==> src/rtl/dram_pkg.sv <==
// Shared sizing and types for the behavioural DRAM model.
// The row index is the upper slice of the word address.
package dram_pkg;

   localparam int ADDR_WIDTH = 12;
   localparam int DATA_WIDTH = 8;
   localparam int ROW_BITS   = 6;
   localparam int NUM_ROWS   = 2 ** ROW_BITS;
   localparam int COL_BITS   = ADDR_WIDTH - ROW_BITS;

   typedef logic [ADDR_WIDTH-1:0] addr_t;
   typedef logic [DATA_WIDTH-1:0] data_t;
   typedef logic [ROW_BITS-1:0]   row_t;

   function automatic row_t row_of(input addr_t a);
      return a[ADDR_WIDTH-1 -: ROW_BITS];
   endfunction

endpackage

==> src/rtl/dram_refresh_ctrl.sv <==
// Per-row charge retention tracking plus a round-robin refresh engine.
// A row loses validity after RETENTION_CYCLES edges without a restore.
module dram_refresh_ctrl
   import dram_pkg::*;
#(
   parameter int REFRESH_INTERVAL = 8,
   parameter int RETENTION_CYCLES = 1024,
   parameter bit REFRESH_EN       = 1'b1
) (
   input  logic                clk,
   input  logic                rst_n,
   input  logic                access,
   input  row_t                access_row,
   input  logic                write,
   output logic [NUM_ROWS-1:0] row_valid
);

   localparam int IW = (REFRESH_INTERVAL > 1) ? $clog2(REFRESH_INTERVAL) : 1;
   localparam int CW = $clog2(RETENTION_CYCLES + 1);
   localparam logic [IW-1:0] IC_LAST  = IW'(REFRESH_INTERVAL - 1);
   localparam logic [CW-1:0] RET_MAX  = CW'(RETENTION_CYCLES);
   localparam logic [CW-1:0] RET_WARN = CW'(RETENTION_CYCLES - 1);

   logic [IW-1:0]       interval_cnt;
   row_t                refresh_ptr;
   logic                refresh_hit;
   logic [CW-1:0]       ret_cnt [NUM_ROWS];
   logic [NUM_ROWS-1:0] restore_vec;
   logic [NUM_ROWS-1:0] write_vec;

   assign refresh_hit = REFRESH_EN && (interval_cnt == IC_LAST);

   always_ff @(posedge clk or negedge rst_n) begin
      if (!rst_n) begin
         interval_cnt <= '0;
         refresh_ptr  <= '0;
      end else if (interval_cnt == IC_LAST) begin
         interval_cnt <= '0;
         refresh_ptr  <= refresh_ptr + row_t'(1);
      end else begin
         interval_cnt <= interval_cnt + IW'(1);
      end
   end

   // Host access and refresh both restore a row; only a write revalidates it.
   always_comb begin
      restore_vec = '0;
      write_vec   = '0;
      for (int i = 0; i < NUM_ROWS; i++) begin
         restore_vec[i] = (access && (access_row == row_t'(i))) ||
                          (refresh_hit && (refresh_ptr == row_t'(i)));
         write_vec[i]   = access && write && (access_row == row_t'(i));
      end
   end

   always_ff @(posedge clk or negedge rst_n) begin
      if (!rst_n) begin
         for (int i = 0; i < NUM_ROWS; i++) begin
            ret_cnt[i] <= '0;
         end
         row_valid <= '0;
      end else begin
         for (int i = 0; i < NUM_ROWS; i++) begin
            if (restore_vec[i]) begin
               ret_cnt[i] <= '0;
            end else if (ret_cnt[i] != RET_MAX) begin
               ret_cnt[i] <= ret_cnt[i] + CW'(1);
            end
            if (write_vec[i]) begin
               row_valid[i] <= 1'b1;
            end else if (!restore_vec[i] && (ret_cnt[i] == RET_WARN)) begin
               row_valid[i] <= 1'b0;
            end
         end
      end
   end

endmodule

==> config.mk <==
export PLATFORM = sky130hd
export DESIGN_NAME = dram_refresh_ctrl
export DESIGN_NICKNAME = d
export VERILOG_FILES = /design/src/rtl/dram_pkg.sv /design/src/rtl/dram_refresh_ctrl.sv
export SDC_FILE = /design/constraint.sdc
export NUM_CORES = 2
export LEC_CHECK = 0
export ABC_AREA = 1
export CAP_MARGIN = 20
export CORE_MARGIN = 5
export CORE_UTILIZATION = 40
export CTS_CLUSTER_DIAMETER = 120
export CTS_CLUSTER_SIZE = 24
export DETAILED_ROUTE_END_ITERATION = 7
export SETUP_SLACK_MARGIN = 0.02
export SLEW_MARGIN = 20
export SYNTH_ARGS = -nofsm -noshare
export SYNTH_HDL_FRONTEND = slang
export SYNTH_SLANG_ARGS = --single-unit
export TNS_END_PERCENT = 100
==> constraint.sdc <==
create_clock -name clk -period 4.2 [get_ports clk]
set_clock_uncertainty 0.2 [all_clocks]
set_input_delay 0.63 -clock clk [delete_from_list [all_inputs] [get_ports clk]]
set_output_delay 0.63 -clock clk [all_outputs]
set_load 0.01 [all_outputs]
Word-level counts from Yosys, hierarchy flattened

Cells that the tools add are included.
Widths: inputs -> output; s select.

Add/sub/neg operators: 66
$mul: 0
Div/mod/pow operators: 0
$lt $le $gt $ge: 0
Equality and inequality tests: 255
Shift operators: 0
Mux-type cells: 257
Bitwise operators: 0
Reduce and logical (&&, ||, !) cells: 515

Operator list:

| kind                  | number |
|---|---|
| $mux 11               | 128 |
| $add 11x1->11 const B | 64 |
| $eq 11x10->1 const B  | 64 |
| $ne 11x11->1 const B  | 64 |
| $eq 6x6->1 const B    | 64 |
| $logic_and 1x1->1     | 257 |
| $reduce_bool 2->1     | 128 |
| $eq 6x5->1 const B    | 32 |
| $mux 1                | 128 |
| $eq 6x4->1 const B    | 16 |
| $logic_not 1->1       | 64 |
| $logic_or 1x1->1      | 64 |
| $eq 6x3->1 const B    | 8 |
| $eq 6x2->1 const B    | 4 |
| $eq 6x1->1 const B    | 2 |
| $logic_not 6->1       | 2 |
| $add 6x1->6 const B   | 1 |
| $add 3x1->3 const B   | 1 |
| $eq 3x3->1 const B    | 1 |
| $mux 3                | 1 |

Bits in registers: 777
Latch bits: 0
RAM bits: 0
Memory bits (read-only): 0
Input port bits: 10
Output and inout bits: 64
Logic and storage cells: 1,223
Memories: 0

Logic depth before layout (Yosys ltp)

Word-level depth: 7
Mapped depth: 11
Mapped depth without buffers: 9

Least setup slack after synthesis

No wires, ideal clock.

Kind: register to register
Start: reg interval_cnt[0]
End: reg ret_cnt[293] (netlist name)
Library setup time: 0.072 ns
Data arrival time: 1.702 ns
Setup slack: 2.226 ns
Cell stages (with the launch flop): 10
Cell sequence: dfrtp_1 -> ha_1 -> ha_1 -> buf_6 -> nand3_2 -> buf_6 -> nor2_1 -> a21oi_2 -> inv_1 -> nor2_1

Cells in the longest elaborated chain, start to end: 4
Elaborated cells between the ends (all ways): 5

RTL lines:

| item                                         | RTL line                | text |
|---|---|---|
| from (decl)                                  | dram_refresh_ctrl.sv:24 | `logic [IW-1:0] interval_cnt;` |
| from (signal assigned)                       | dram_refresh_ctrl.sv:41 | `interval_cnt <= interval_cnt + IW'(1);` |
| $eq 3x3->1 (*)                               | dram_refresh_ctrl.sv:31 | `assign refresh_hit = REFRESH_EN && (interval_cnt == IC_LAST);` |
| $logic_and 1x1->1 (*)                        | dram_refresh_ctrl.sv:51 | `(refresh_hit && (refresh_ptr == row_t'(i)));` |
| $logic_or 1x1->1 (*)                         | dram_refresh_ctrl.sv:50 | `restore_vec[i] = (access && (access_row == row_t'(i))) \|\|` |
| $mux 11 or $reduce_bool 2->1 (tied branches) | -                       |  |
| to (signal, indexed assignment)              | dram_refresh_ctrl.sv:67 | `ret_cnt[i] <= ret_cnt[i] + CW'(1);` |
| to (decl)                                    | dram_refresh_ctrl.sv:27 | `logic [CW-1:0] ret_cnt [NUM_ROWS];` |

Mark *: on every way between the ends. The rest lies on a longest branch, timed or not.
A chain may end at the register's enable or synchronous reset.

Worst setup path after layout

Start: reg interval_cnt[0]
End: reg ret_cnt[230] (netlist name)

Same word-level chain as after synthesis.

==> results.toml <==
[critical_path]
crit_cells = 7
slowest_stage = "o21ai_2"
max_stage_delay_ns = 0.69
r2r_cells = 7
crit_type = "reg2reg"
end_kind = "flop"
cp.arrival_ns = 3.21
path_delay_family = "compound AO/OA/AOI/OAI gates"
cp_num_buf_inv = 1
crit_required_ns = 4.51
path_max_fanout = 13
cp-start-kind = "flop"
path_common_cell = "ha_1"
r2r_end = "ret_cnt[230]$_DFFE_PN0P_"
critical_path.cell_chain = "ha_1, ha_1, nand3_2, o21ai_2, inv_2, o21ai_0, nor2_1"
rr_startpoint = "interval_cnt[0]$_DFF_PN0_"
r2r_slack_ns = 1.30

[synth]
syn-num-nets = 5871
synth-edff-count = 0
netlist_area_um2 = 42550
synthTopCellsByCount = "nand2_1 (1235), nor2_1 (1096), inv_1 (783), dfrtp_1 (777), nand3_1 (481)"
synth_area_leader_cell = "dfrtp_1"
synth_top_area_share_pct = 45.69
synth_seq_cells = 777
yosysWarnings = 0
yosysMostFrequentCell = "nand2_1"
synthTopCellsByArea = "dfrtp_1 (46%), nand2_1 (11%), nor2_1 (9.7%)"
ys.flop_type = "dfrtp_1"
netlist_instances = 5727
ys_seq_area_share_pct = 45.69
avgSynthCellArea_um2 = 7.431
synthDistinctLibCells = 45
synth_async_sr_flop_share_pct = 100.0

[run]
maxCapViolations = 0

[placement]
hpwl_um = 72800
io_buffers = 73
gp_congestion = 0.8603

[timing]
relSlewSlack_pct = 44.18
rsz0062_at_grt = "false"
fmaxAchievable_ghz = 0.3453
period_share_pct = 68.95
hold_viol = 0
finalSetupViolations = 0
setup-tns-final_ns = 0
period_needed_ns = 2.896
hold_ws_ns = 0.2296
tightest_slew_ns = 0.8373
finalMaxSlewViolations = 0

[floorplan]
fp.dieArea_um2 = 113000
core_um2 = 105400
die_h_um = 336.2
fp.dieW_um = 336.2
start_util_pct = 40.37
ios = 74
rows = 119

[clock_tree]
cts_tree = "yes"
post_cts_buffers = 0
clkLatencyLatePin_ns = 0.63
cts_max_path_buffers = 3
cts_root_buf = "clkbuf_16"
clkTransAtPathRegs_ns = 0.10
htree_levels = 2
cts_resized = 0
numCtsBuffers = 39
cts_hold_buffers = 1
clkSinkCount = 777

[drt]
wire_per_inst_um = 13.56
viasPerCell = 4.917
drtPass1Iterations = 6
finalWirelength_um = 98190
routed-via-count = 35600
drc_errors = 0
ant_nets = 0
drtIter0Drc = 2269

[finish]
finish.net_count = 5981
drive_gt1_share_pct = 3.029
area_growth_pct = 8.759

[hold_path]
min_to = "interval_cnt[0]$_DFF_PN0_"
hold_path_depth = 1
min_path_type = "reg2reg"
hp-start = "interval_cnt[0]$_DFF_PN0_"

[power]
powerDensity_nw_per_um2 = 527.7
ir_drop_mv = 0.2765
p_leak_nw = 22.71

[outcome]
status = "complete, no violations"

[global_routing]
grt_pass1_vias = 33560
antenna_found_initial = 9
gr-total-overflow = 0
grtUsageTotal_pct = 17.39
grt_max_degree = 85
grt_pass1_wl_um = 165800
[metal layers]
metal	wire length [um]	share of wire, %	track usage [%]
met1	48170	49	24.96
met2	43390	44	28.07
met5	27	0.027	0
met3	4857	4.9	2.847
met4	1744	1.8	3.425
[cells in the final DEF (no fill, tap or decap), types with 5 or more instances in the layout]
master | synthesis | layout
a21oi_1 | 237 | 237
a31oi_1 | 25 | 25
buf_12 | 0 | 10
buf_4 | 5 | 20
clkbuf_16 | 0 | 40
clkdlybuf4s50_1 | 0 | 70
dfrtp_1 | 777 | 777
diode_2 | 0 | 5
ha_1 | 134 | 134
inv_1 | 783 | 783
inv_2 | 22 | 22
nand2_1 | 1235 | 1235
nand2_2 | 19 | 19
nand3_1 | 481 | 481
nand3b_1 | 29 | 29
nand4_1 | 99 | 99
nor2_1 | 1096 | 1095
nor2_2 | 9 | 9
nor2_4 | 7 | 8
nor3_1 | 281 | 281
nor3b_1 | 45 | 45
o21ai_0 | 189 | 189
o21ai_1 | 7 | 7
o21ai_2 | 16 | 16
o21bai_1 | 10 | 10
or2_2 | 9 | 9
xnor2_1 | 20 | 20
xor2_1 | 134 | 134
[final cells by class]
type | count | area (um2)
diodes | 5 | 12.51
clock buffers | 41 | 1005
clock inverters | 6 | 71.32
fillers | 10700 | 59130
inverters | 806 | 3025
multi-input cells | 4109 | 19900
flip-flops and latches | 777 | 19440
well taps | 1391 | 1740
repair buffers | 104 | 1086
[stage by stage]
| stage | power [mW] | setup WS [ns] | utilization (%) | cells | area, um2 |
|---|---|---|---|---|---|
| 2_1_floorplan | 18.20 | 2.226 | - | 5727 | 42550 |
| 3_3_place_gp | 20.09 | 1.108 | 42.86 | 7186 | 45180 |
| 3_5_place_dp | 20.33 | 1.012 | 42.86 | 7186 | 45180 |
| 4_1_cts | 24.74 | 1.257 | 43.89 | 7234 | 46270 |
| 5_1_grt | 26.77 | 1.061 | 43.89 | 7234 | 46270 |
| 6_report | 24.42 | 1.304 | 43.90 | 7239 | 46280 |
[report_power, final]
group | internal [mW] | switching (mW) | leakage [nW]
Combinational | 3.27 | 4.57 | 12.6
Clock | 1.76 | 2.51 | 0.525
Sequential | 9.79 | 2.53 | 9.55
[registers in the layout (all words and copies together), names as in the netlist]
signal,cells
interval_cnt,3
refresh_ptr,6
ret_cnt,704
row_valid,64
[worst register-to-register path: cells and delay by family, from the launching register on]
| kind | cells | cell delay, ns |
|---|---|---|
| AOI/OAI and AO/OA | 2 | 0.80 |
| DFF | 1 | 0.36 |
| buffers and inverters | 1 | 0.14 |
| and+or+nand+nor | 2 | 0.65 |
| adders and majority gates | 2 | 0.64 |
[worst max path at each step]
stage / startpoint / to / slack (ns)
after floorplan: interval_cnt[0]$_DFF_PN0_ / ret_cnt[293]$_DFFE_PN0P_ / 2.23
after global placement: access_row[0] / ret_cnt[139]$_DFFE_PN0P_ / 1.11
after CTS: interval_cnt[0]$_DFF_PN0_ / ret_cnt[314]$_DFFE_PN0P_ / 1.26
after detailed placement: access_row[1] / ret_cnt[139]$_DFFE_PN0P_ / 1.01
final: interval_cnt[0]$_DFF_PN0_ / ret_cnt[230]$_DFFE_PN0P_ / 1.30
after global routing: interval_cnt[0]$_DFF_PN0_ / ret_cnt[313]$_DFFE_PN0P_ / 1.06
[kinds of logic (layout without fill, tap and decap cells)]
kind of cell	Yosys count	count (layout)	synth area share, %
other	0	5	0
buffers and inverters	841	957	7.568
AOI/OAI and AO/OA	496	496	6.269
and+or+nand+nor	3325	3325	33.36
adders and majority gates	134	134	3.940
xor gates and xnor gates	154	154	3.170
DFF	777	777	45.69
(Power assumes the default switching activity.)
